File: config.mk
export PLATFORM = sky130hd
export DESIGN_NAME = chunked_seq_adder
export DESIGN_NICKNAME = d
export VERILOG_FILES = /design/src/rtl/chunked_adder_pkg.sv /design/src/rtl/chunk_adder.sv /design/src/rtl/chunked_seq_adder.sv
export SDC_FILE = /design/constraint.sdc
export NUM_CORES = 1
export LEC_CHECK = 0
export ABC_AREA = 1
export CORE_MARGIN = 2
export CORE_UTILIZATION = 50
export CTS_CLUSTER_SIZE = 20
export DETAILED_ROUTE_END_ITERATION = 8
export GPL_TIMING_DRIVEN = 0
export PLACE_DENSITY = 0.79
export RECOVER_POWER = 25
export SYNTH_ARGS = -nofsm -noshare
export SYNTH_HDL_FRONTEND = slang
export SYNTH_SLANG_ARGS = --single-unit
File: constraint.sdc
create_clock -name clk -period 3.4 [get_ports clk]
set_clock_uncertainty 0.15 [all_clocks]
set_input_delay 0.85 -clock clk [delete_from_list [all_inputs] [get_ports clk]]
set_output_delay 0.85 -clock clk [all_outputs]
set_load 0.005 [all_outputs]
File: src/rtl/chunked_adder_pkg.sv
// Shared types and sizing helpers for the chunked sequential adder.
package chunked_adder_pkg;

    typedef enum logic [1:0] {StIdle, StRun, StDone} state_e;

    function automatic int unsigned nch(input int unsigned width, input int unsigned chunk);
        return width / chunk;
    endfunction

    // A single-slice configuration still needs a 1-bit counter.
    function automatic int unsigned idx_width(input int unsigned n);
        return (n <= 1) ? 1 : $clog2(n);
    endfunction

endpackage

File: src/rtl/chunk_adder.sv
// Combinational CHUNK-bit ripple adder slice, shared across cycles by the sequencer.
module chunk_adder #(
    parameter int unsigned CHUNK = 4
) (
    input  logic [CHUNK-1:0] a,
    input  logic [CHUNK-1:0] b,
    input  logic             cin,
    output logic [CHUNK-1:0] s,
    output logic             cout,
    output logic             c_msb
);

    logic [CHUNK:0] c;

    always_comb begin
        c    = '0;
        s    = '0;
        c[0] = cin;
        for (int i = 0; i < CHUNK; i++) begin
            s[i]   = a[i] ^ b[i] ^ c[i];
            c[i+1] = (a[i] & b[i]) | (a[i] & c[i]) | (b[i] & c[i]);
        end
    end

    assign cout  = c[CHUNK];
    assign c_msb = c[CHUNK-1];

endmodule

File: src/rtl/chunked_seq_adder.sv
// Multi-cycle WIDTH-bit adder processing CHUNK bits per clock through a registered carry.
// Define CHUNKED_ADDER_SUB_EN to add the `sub` port (a - b - carry_in).
module chunked_seq_adder
    import chunked_adder_pkg::*;
#(
    parameter int unsigned WIDTH = 16,
    parameter int unsigned CHUNK = 4
) (
    input  logic             clk,
    input  logic             rst,
    input  logic             in_valid,
    output logic             in_ready,
    input  logic [WIDTH-1:0] a,
    input  logic [WIDTH-1:0] b,
    input  logic             carry_in,
`ifdef CHUNKED_ADDER_SUB_EN
    input  logic             sub,
`endif
    output logic             out_valid,
    input  logic             out_ready,
    output logic [WIDTH-1:0] sum,
    output logic             carry_out,
    output logic             overflow
);

    localparam int unsigned NCH = nch(WIDTH, CHUNK);
    localparam int unsigned IW  = idx_width(NCH);
    localparam logic [IW-1:0] LastIdx = IW'(NCH - 1);

    if ((WIDTH % CHUNK) != 0) begin : g_bad_chunk
        $error("chunked_seq_adder: WIDTH must be a multiple of CHUNK");
    end

    state_e            state;
    logic [IW-1:0]     idx;
    logic [WIDTH-1:0]  a_q;
    logic [WIDTH-1:0]  b_q;
    logic              carry_q;
    logic [WIDTH-1:0]  sum_q;
    logic              carry_out_q;
    logic              overflow_q;
    logic              in_ready_q;
    logic              out_valid_q;

    logic [CHUNK-1:0]  slice_s;
    logic              slice_cout;
    logic              slice_c_msb;
    logic              b_inv;

`ifdef CHUNKED_ADDER_SUB_EN
    assign b_inv = sub;
`else
    assign b_inv = 1'b0;
`endif

    chunk_adder #(
        .CHUNK (CHUNK)
    ) u_chunk_adder (
        .a     (a_q[idx*CHUNK +: CHUNK]),
        .b     (b_q[idx*CHUNK +: CHUNK]),
        .cin   (carry_q),
        .s     (slice_s),
        .cout  (slice_cout),
        .c_msb (slice_c_msb)
    );

    always_ff @(posedge clk) begin
        if (rst) begin
            state       <= StIdle;
            idx         <= '0;
            a_q         <= '0;
            b_q         <= '0;
            carry_q     <= 1'b0;
            sum_q       <= '0;
            carry_out_q <= 1'b0;
            overflow_q  <= 1'b0;
            in_ready_q  <= 1'b1;
            out_valid_q <= 1'b0;
        end else begin
            unique case (state)
                StIdle: begin
                    if (in_valid) begin
                        // Subtraction folds into addition: invert b, invert the initial carry.
                        a_q        <= a;
                        b_q        <= b_inv ? ~b : b;
                        carry_q    <= carry_in ^ b_inv;
                        idx        <= '0;
                        in_ready_q <= 1'b0;
                        state      <= StRun;
                    end
                end
                StRun: begin
                    sum_q[idx*CHUNK +: CHUNK] <= slice_s;
                    carry_q <= slice_cout;
                    idx     <= idx + 1'b1;
                    if (idx == LastIdx) begin
                        carry_out_q <= slice_cout;
                        overflow_q  <= slice_c_msb ^ slice_cout;
                        out_valid_q <= 1'b1;
                        state       <= StDone;
                    end
                end
                StDone: begin
                    if (out_ready) begin
                        out_valid_q <= 1'b0;
                        in_ready_q  <= 1'b1;
                        state       <= StIdle;
                    end
                end
                default: begin
                    out_valid_q <= 1'b0;
                    in_ready_q  <= 1'b1;
                    state       <= StIdle;
                end
            endcase
        end
    end

    assign in_ready  = in_ready_q;
    assign out_valid = out_valid_q;
    assign sum       = sum_q;
    assign carry_out = carry_out_q;
    assign overflow  = overflow_q;

endmodule

After elaboration in Yosys (flattened, before gate mapping)
Cells that the tools add are included.
- shift-type cells: 4
- muxes and demuxes: 15
- bitwise logic cells: 31
- equal/unequal tests: 6
- $add $sub $neg: 2
- reductions and logical operators: 8
- operator list (cell ; count):
    $neg A4 Y34 ; 1
    $shift A4 B34 Y16 const A ; 1
    $shiftx A4 B34 Y16 ; 1
    $shiftx A16 B5 Y4 ; 2
    $bwmux W16 ; 1
    $and A1 B1 Y1 ; 12
    $reduce_and A3 Y1 ; 3
    $xor A1 B1 Y1 ; 9
    $mux W2 ; 4
    $or A1 B1 Y1 ; 8
    $ne A2 B2 Y1 const B ; 3
    $pmux W1 S3 ; 2
    $pmux W2 S3 ; 1
    $reduce_and A2 Y1 ; 3
    $mux W1 ; 5
    $eq A2 B2 Y1 const B ; 2
    $pmux W2 S2 ; 1
    $add A2 B1 Y2 const B ; 1
    $eq A2 B1 Y1 const B ; 1
    $logic_not A2 Y1 ; 1
    $not A1 Y1 ; 2
    $pmux W1 S2 ; 1
    $reduce_bool A2 Y1 ; 1
- word-level logic and storage cells: 76
- register bits: 57
- bits of input ports: 37
- output and inout bits: 20

Logic depth before layout (Yosys ltp)
Gate-level depths: netlist (run 1).
- word-level depth: 14
- depth in mapped cells: 17
- mapped depth without buffers: 15

By module
Synthesis (run 1) repeated with hierarchy kept, for this count alone.
- cells, all modules: 349
- area total of the unflattened synthesis: 2578.7 µm²
- modules (own cells, without submodules) (module ; area each (µm²) ; instances ; cells each):
    chunked_seq_adder ; 2461.1 ; 1 ; 335
    chunk_adder ; 117.6 ; 1 ; 14

Least setup slack after synthesis (run 1)
No wires, ideal clock.
- path kind: register to register
- start point: reg idx[0]
- end point: reg sum_q[7], in the netlist sum[7]
- period minus slack after synthesis: 3.112 ns
- arrival time: 2.834 ns
- buffers on the path: 2
- setup slack: 0.288 ns
- required time: 3.122 ns
- library setup time: 0.128 ns
- stages on the path, launching flop included: 18
- path through: dfxtp_1 buf_2 inv_2 buf_2 nor2_1 o22ai_1 fa_1 inv_1 fa_1 fa_1 inv_1 fa_1 inv_1 nor2_1 nand2_1 nor2_1 nor2_1 nor2_1
- longest elaborated chain between the ends: 13
- elaborated cells between the ends (all ways): 29
- ends and longest elaborated chain (what ; RTL line ; text):
    from (decl) ; chunked_seq_adder.sv:35 ; logic [IW-1:0] idx;
    from (signal assigned) ; chunked_seq_adder.sv:95 ; idx <= idx + 1'b1;
    $shiftx A16 B5 Y4 (on tied branches) ; chunked_seq_adder.sv:59, chunked_seq_adder.sv:60 ;
    $and A1 B1 Y1 ; chunk_adder.sv:21 ; c[i+1] = (a[i] & b[i]) | (a[i] & c[i]) | (b[i] & c[i]);
    $or A1 B1 Y1 (2 in series) ; chunk_adder.sv:21 ;
    $and A1 B1 Y1 ; chunk_adder.sv:21 ;
    $or A1 B1 Y1 (2 in series) ; chunk_adder.sv:21 ;
    $and A1 B1 Y1 ; chunk_adder.sv:21 ;
    $or A1 B1 Y1 (2 in series) ; chunk_adder.sv:21 ;
    $xor A1 B1 Y1 ; chunk_adder.sv:20 ; s[i] = a[i] ^ b[i] ^ c[i];
    $shiftx A4 B34 Y16 ; chunked_seq_adder.sv:93 ; sum_q[idx*CHUNK +: CHUNK] <= slice_s;
    $bwmux W16 * ; chunked_seq_adder.sv:93 ;
    to (signal, indexed assignment) ; chunked_seq_adder.sv:93 ;
    to (decl) ; chunked_seq_adder.sv:39 ; logic [WIDTH-1:0] sum_q;
Every way passes the cells marked *; elsewhere a longest branch is shown, timed or not.
A chain may end at the register's enable or synchronous reset.

Worst setup path in the final report (run 1)
Same ends and word-level chain as after synthesis.

==> flow_summary.ini, run 1 <==
[clock_tree]
cts_buffer_depth = 2
cts_hold_buf = 0
clk-insertion-delay-late_ns = 0.34
cts_sinks = 57
htreeDepth = 3
path_clk_slew_ns = 0.06
cts_tree = yes
clock-root-buffer = clkbuf_8
cts_buffers = 9

[route]
vias = 2529
drc = 0
drtAntennaViolNets = 0
drt_iter0_drc = 137
wl_um = 6470
firstDrtPassIters = 4
via_per_inst = 4.97
routedWlPerCell_um = 12.7

[power_and_ir_drop]
p_leak_nw = 1.47
p_per_area_nw_per_um2 = 484
peakVddDrop_mv = 0.291

[synthesis]
synth_area_um2 = 2640
ys_seq_elements = 57
synth_warnings = 0
synth_area_leaders = dfxtp_1 (43%), nor2_1 (15%), o21ai_0 (7.4%)
seq_area_frac_synth = 0.432
yosys.area.top_type = dfxtp_1
syn-num-nets = 411
syn_avg_cell_area_um2 = 7.26
ys_async_sr_fraction = 0
synthFlopType = dfxtp_1
synth_edf_count = 0
syn_inst = 364
synth_cell_types = 28
netlist.area_leader.share = 0.432

[die]
die_w_um = 76.7
ios = 57
die_y_um = 76.7
dieArea_um2 = 5880
rows = 26
initial_core_util = 0.517
core_um2 = 5110

[final_layout]
fin_cells = 509
nets = 481
layout_common_cells = nor2_1 (109), dfxtp_1 (56), clkdlybuf4s50_1 (53)
fin_util = 0.693
drive_above_1_share = 0.112
syn2layout_area_growth_pct = 34.1
layout_commonest_cell = nor2_1
antenna_cells = 0

[sta]
setup_viol = 0
worst_pin_slew_ns = 0.647
post-route-period-util = 0.949
rsz0062_at_grt = false
maxSlewViolCount = 0
setup_ws_ns = 0.175
hold_violations = 0
timing.fmax_ghz = 0.310
fin_crit_ns = 3.23
tns_ns = 0
slew_headroom = 0.568

[setup_path]
cp_max_fo = 12
cp_common_cell = nor2_1
cp-endpoint = sum[7]
reg2reg_from = idx[0]
crit_path_end_kind = flip-flop
rrSetupSlack_ns = 0.17
r2r_cells = 17
crit_chain = buf_6, inv_6, buf_8, nor2_1, o22ai_2, fa_2, inv_1, fa_1, fa_2, inv_1, fa_1, inv_2, nor2_1, nand2_1, nor2_1, nor2_1, nor2_1
critPathKind = flip-flop to flip-flop
crit_required_ns = 3.47
slowest_stage = fa_1
worst_path_largest_cell_delay_ns = 0.45
reg2reg_to = sum[7]
worst_ep_arrival_time_ns = 3.30
setup.worst_path.start = idx[0]
cp-start-kind = flip-flop

[global_routing]
met3_usage = 0.0400
grt_util_all_layers = 0.231
top_usage_layer = met2
grt_pass1_vias = 2399
grt_overflow = 0
grt_max_degree = 13
met1_usage = 0.278
use_met2 = 0.396
antenna_found_initial = 0
grt_pass1_wl_um = 10800

[placed_design]
hpwl_um = 4700
dp_slack_ns = -0.144
dpl.cell_count = 489
place_congestion = 0.854
port_buffers = 55

[outcome]
status = finished clean

[flow_run]
drv_cap = 0

[worst_hold_path]
min_path_type = flip-flop to flip-flop
-- worst min-delay path by stage --
stage               startpoint  endpoint  slack (ns)  cells past startpoint
floorplan               a_q[1]    a_q[1]        0.27                      2
detailed placement      a_q[1]    a_q[1]        0.29                      2
finish                  a_q[1]    a_q[1]        0.30                      2
global route           sum[15]   sum[15]        0.34                      2
CTS                     a_q[1]    a_q[1]        0.30                      2
global placement        a_q[1]    a_q[1]        0.29                      2
-- critical path: cells and delay by family, from the launching register on --
kind            cells  cell delay, ns
compound gates      1            0.22
flops               1            0.34
simple gates        6            0.34
buf+inv             6            0.62
fa+ha+maj           4            1.42
-- metrics by stage --
stage / hold WS, ns / power (mW) / instance area, um^2
finish: 0.297 / 1.71 / 3540
global route: 0.339 / 1.79 / 3540
floorplan: 0.274 / 0.936 / 2640
detailed placement: 0.290 / 1.05 / 3280
CTS: 0.300 / 1.70 / 3500
global placement: 0.288 / 1.04 / 3280
-- sequential cells by signal, summed over array words and instances (netlist names) --
signal	flops
a_q	16
b_q	16
sum	16
idx	2
state	2
carry_out	1
carry_q	1
in_ready	1
out_valid	1
overflow	1
-- kinds of logic after synthesis --
family	share of synthesized area
buf+inv	0.0914
compound gates	0.161
xor+xnor	0.00332
fa+ha+maj	0.0587
simple gates	0.254
flops	0.432
-- synthesized netlist by cell type, types with 4 or more instances --
| master | count |
|---|---|
| nor2_1 | 109 |
| dfxtp_1 | 57 |
| nand2_1 | 43 |
| o21ai_0 | 39 |
| inv_1 | 24 |
| a21oi_1 | 21 |
| o21ai_1 | 11 |
| buf_2 | 7 |
| nand3_1 | 7 |
| ha_1 | 6 |
| buf_6 | 5 |
| o21ai_2 | 5 |
| fa_1 | 4 |
| inv_2 | 4 |
| nor3_1 | 4 |
| o22ai_1 | 4 |
-- timing repair --
item,4_1_cts,5_1_grt
gates cloned,0,0
pin swaps,1,3
gates resized for setup,5,17
setup buffers,0,4
endpoints found under the setup margin,4,6
-- power breakdown --
part	leakage (nW)	switching [mW]	internal, mW
registers	0.469	0.0221	0.711
logic	0.894	0.178	0.143
clock network	0.107	0.263	0.398
total	1.47	0.463	1.25
-- routing by layer --
layer,vias to the layer above,share of wire
li1,1292,-
met1,1153,0.43
met2,66,0.50
met3,18,0.043
met4,0,0.025
met5,-,0
-- final cells by class --
cell class / count / area (um^2)
tap: 70 / 87.6
timing repair buffer: 59 / 581
clock buffer: 14 / 173
clock inverter: 2 / 35.0
multi-input combinational: 259 / 1260
buffer: 18 / 134
inverter: 30 / 124
sequential: 57 / 1140
fill: 468 / 1570
(Power assumes the default switching activity.)
==> inputs of run 2 (changes only) <==
- REMOVE_ABC_BUFFERS: not set -> 1
- SYNTH_HIERARCHICAL: not set -> 1
==> run 2 against run 1 <==
Area after synthesis decreased by 2.4%. Global-route usage is 1.6 points lower. Count of clock-buffer cells in the layout is the same. Clock power shrank 9.2%. Flip-flop and latch count is the same. Core utilization decreased by 2.3 points. Synthesized cell count fell by 4.1%. Final area fell by 4.5%. Hold slack improved by 0.0086 ns. Sequential power about the same. Critical path type unchanged. First-iteration DRC count is 44% lower. Combinational power fell by 9.7%.
==> flow_summary.ini, run 2 <==
[outcome]
status = finished clean

[clock_tree]
cts_hold_buf = 0
path_clk_slew_ns = 0.06
clock-root-buffer = clkbuf_8
cts_tree = yes
cts_sinks = 57
clk-insertion-delay-late_ns = 0.34
cts_buffers = 9
cts_buffer_depth = 2
htreeDepth = 3

[final_layout]
nets = 451
ff_latch_area_um2 = 1150
final_design_area_no_fill_um2 = 3380
syn2layout_area_growth_pct = 31.1
fin_util = 0.670
layout_common_cells = nor2_1 (88), dfxtp_1 (55), o21ai_0 (48), nand2_1 (48), clkdlybuf4s50_1 (41)
drive_above_1_share = 0.0978
multiInputGateArea_um2 = 1240
layout_commonest_cell = nor2_1
antenna_cells = 0
fillers = 452
fin_cells = 479

[worst_hold_path]
whs_path_depth = 2
hold_end = in_ready
min_path_type = flip-flop to flip-flop
hp-start = in_ready

[setup_path]
reg2reg_from = idx[0]
worst_ep_arrival_time_ns = 3.24
r2r_cells = 15
cp-start-kind = flip-flop
critPathKind = flip-flop to flip-flop
crit_path_end_kind = flip-flop
crit_required_ns = 3.51
rrSetupSlack_ns = 0.26
cp_max_fo = 5
reg2reg_to = sum[7]

[synthesis]
netlist.area_leader.share = 0.443
synth_edf_count = 0
synth_compound_gate_area_share = 0.161
yosys.area.top_type = dfxtp_1
synth-simple-area-share = 0.256
ys_seq_elements = 57
synth_cell_types = 25
synth_area_leaders = dfxtp_1 (44%), nor2_1 (13%), o21ai_0 (9.5%)
ys_async_sr_fraction = 0
seq_area_frac_synth = 0.443
synthAdderAreaFrac = 0.0602
synthFlopType = dfxtp_1
synth_most_common_cell = nor2_1
synth_top_family_by_area = simple AND/OR/NAND/NOR gates
synth_warnings = 6
synthTopCellsByCount = nor2_1 (88), dfxtp_1 (57), o21ai_0 (49)
synth_mux_area_frac = 0
synth_area_um2 = 2580
syn_inst = 349
syn_avg_cell_area_um2 = 7.39
synth_xor_area_frac = 0.00340

[route]
drc = 0
routedWlPerCell_um = 11.6
vias = 2403
drt_iter0_drc = 77
wl_um = 5540
drtAntennaViolNets = 0
via_per_inst = 5.02
firstDrtPassIters = 4

[placed_design]
port_buffers = 56
hpwl_um = 3650
place_congestion = 0.846
dpl.cell_count = 457
dp_slack_ns = -0.596
place_area_um2 = 3120

[global_routing]
grt_pass1_vias = 2134
antenna_found_initial = 0
use_met2 = 0.375
met3_usage = 0.0675
grt_max_degree = 37
grt_pass1_wl_um = 9220
top_usage_layer = met2
grt_util_all_layers = 0.215
met1_usage = 0.247
grt_overflow = 0

[sta]
tns_ns = 0
fin_crit_ns = 3.14
whs_ns = 0.306
post-route-period-util = 0.922
setup_ws_ns = 0.264
setup_viol = 0
timing.fmax_ghz = 0.319
maxSlewViolCount = 0
hold_violations = 0
rsz0062_at_grt = false
slew_headroom = 0.454
worst_pin_slew_ns = 0.818

[die]
die_y_um = 75.8
initial_core_util = 0.511
dieArea_um2 = 5750
ios = 57
rows = 26
die_w_um = 75.8
core_um2 = 5040

[power_and_ir_drop]
p_leak_nw = 1.38
p_per_area_nw_per_um2 = 481
totalPowerFinal_mw = 1.62
peakVddDrop_mv = 0.302

[flow_run]
drv_cap = 0
[run 2: critical path, stage by stage (launching register included)]
cell and delay, ns:
dfxtp_4 0.37, buf_4 0.15, o21ai_0 0.15, o22ai_1 0.11
inv_1 0.08, fa_1 0.17, inv_1 0.05, fa_1 0.38
fa_1 0.43, inv_1 0.09, fa_1 0.40, inv_1 0.09
inv_1 0.06, nor3_2 0.15, nand2_1 0.09, a21oi_1 0.13
[run 2: kinds of logic after synthesis]
family                     count (synthesis)
adders and majority gates                 10
AOI/OAI and AO/OA                         81
and+or+nand+nor                          157
DFF                                       57
xor gates and xnor gates                   1
buffers and inverters                     43
[run 2: power breakdown]
group	internal (mW)	switching (mW)	total (mW)
registers	0.709	0.0249	0.734
clock network	0.342	0.258	0.600
logic	0.126	0.165	0.290
total	1.18	0.448	1.62
[run 2: repair_timing]
action                                  4_1_cts  5_1_grt
endpoints found under the setup margin        9        3
buffers inserted                              2        4
resized for setup                             5        4
[run 2: area by class of cell]
type / count / share of cell area
well taps: 70 / 0.0259
multi-input cells: 249 / 0.368
clock buffers: 14 / 0.0540
clock inverters: 2 / 0.00296
repair buffers: 62 / 0.179
inverters: 25 / 0.0303
flip-flops and latches: 57 / 0.340
[run 2: layer usage]
metal  vias to the layer above  part of all wire  wire [um]
met1                      1102              0.45       2480
li1                       1234                 -          -
met4                         0             0.015         81
met3                         9             0.047        259
met2                        58              0.49       2720
met5                         -                 0          0
[run 2: worst max-delay path by stage]
stage | slack (ns) | start | endpoint | depth (start not counted)
floorplan | 0.11 | idx[0] | sum[15] | 15
global placement | -0.49 | idx[0] | sum[7] | 15
detailed placement | -0.60 | idx[0] | sum[7] | 15
CTS | 0.009 | idx[1] | sum[7] | 15
global route | 0.04 | idx[0] | sum[7] | 15
finish | 0.26 | idx[0] | sum[7] | 15
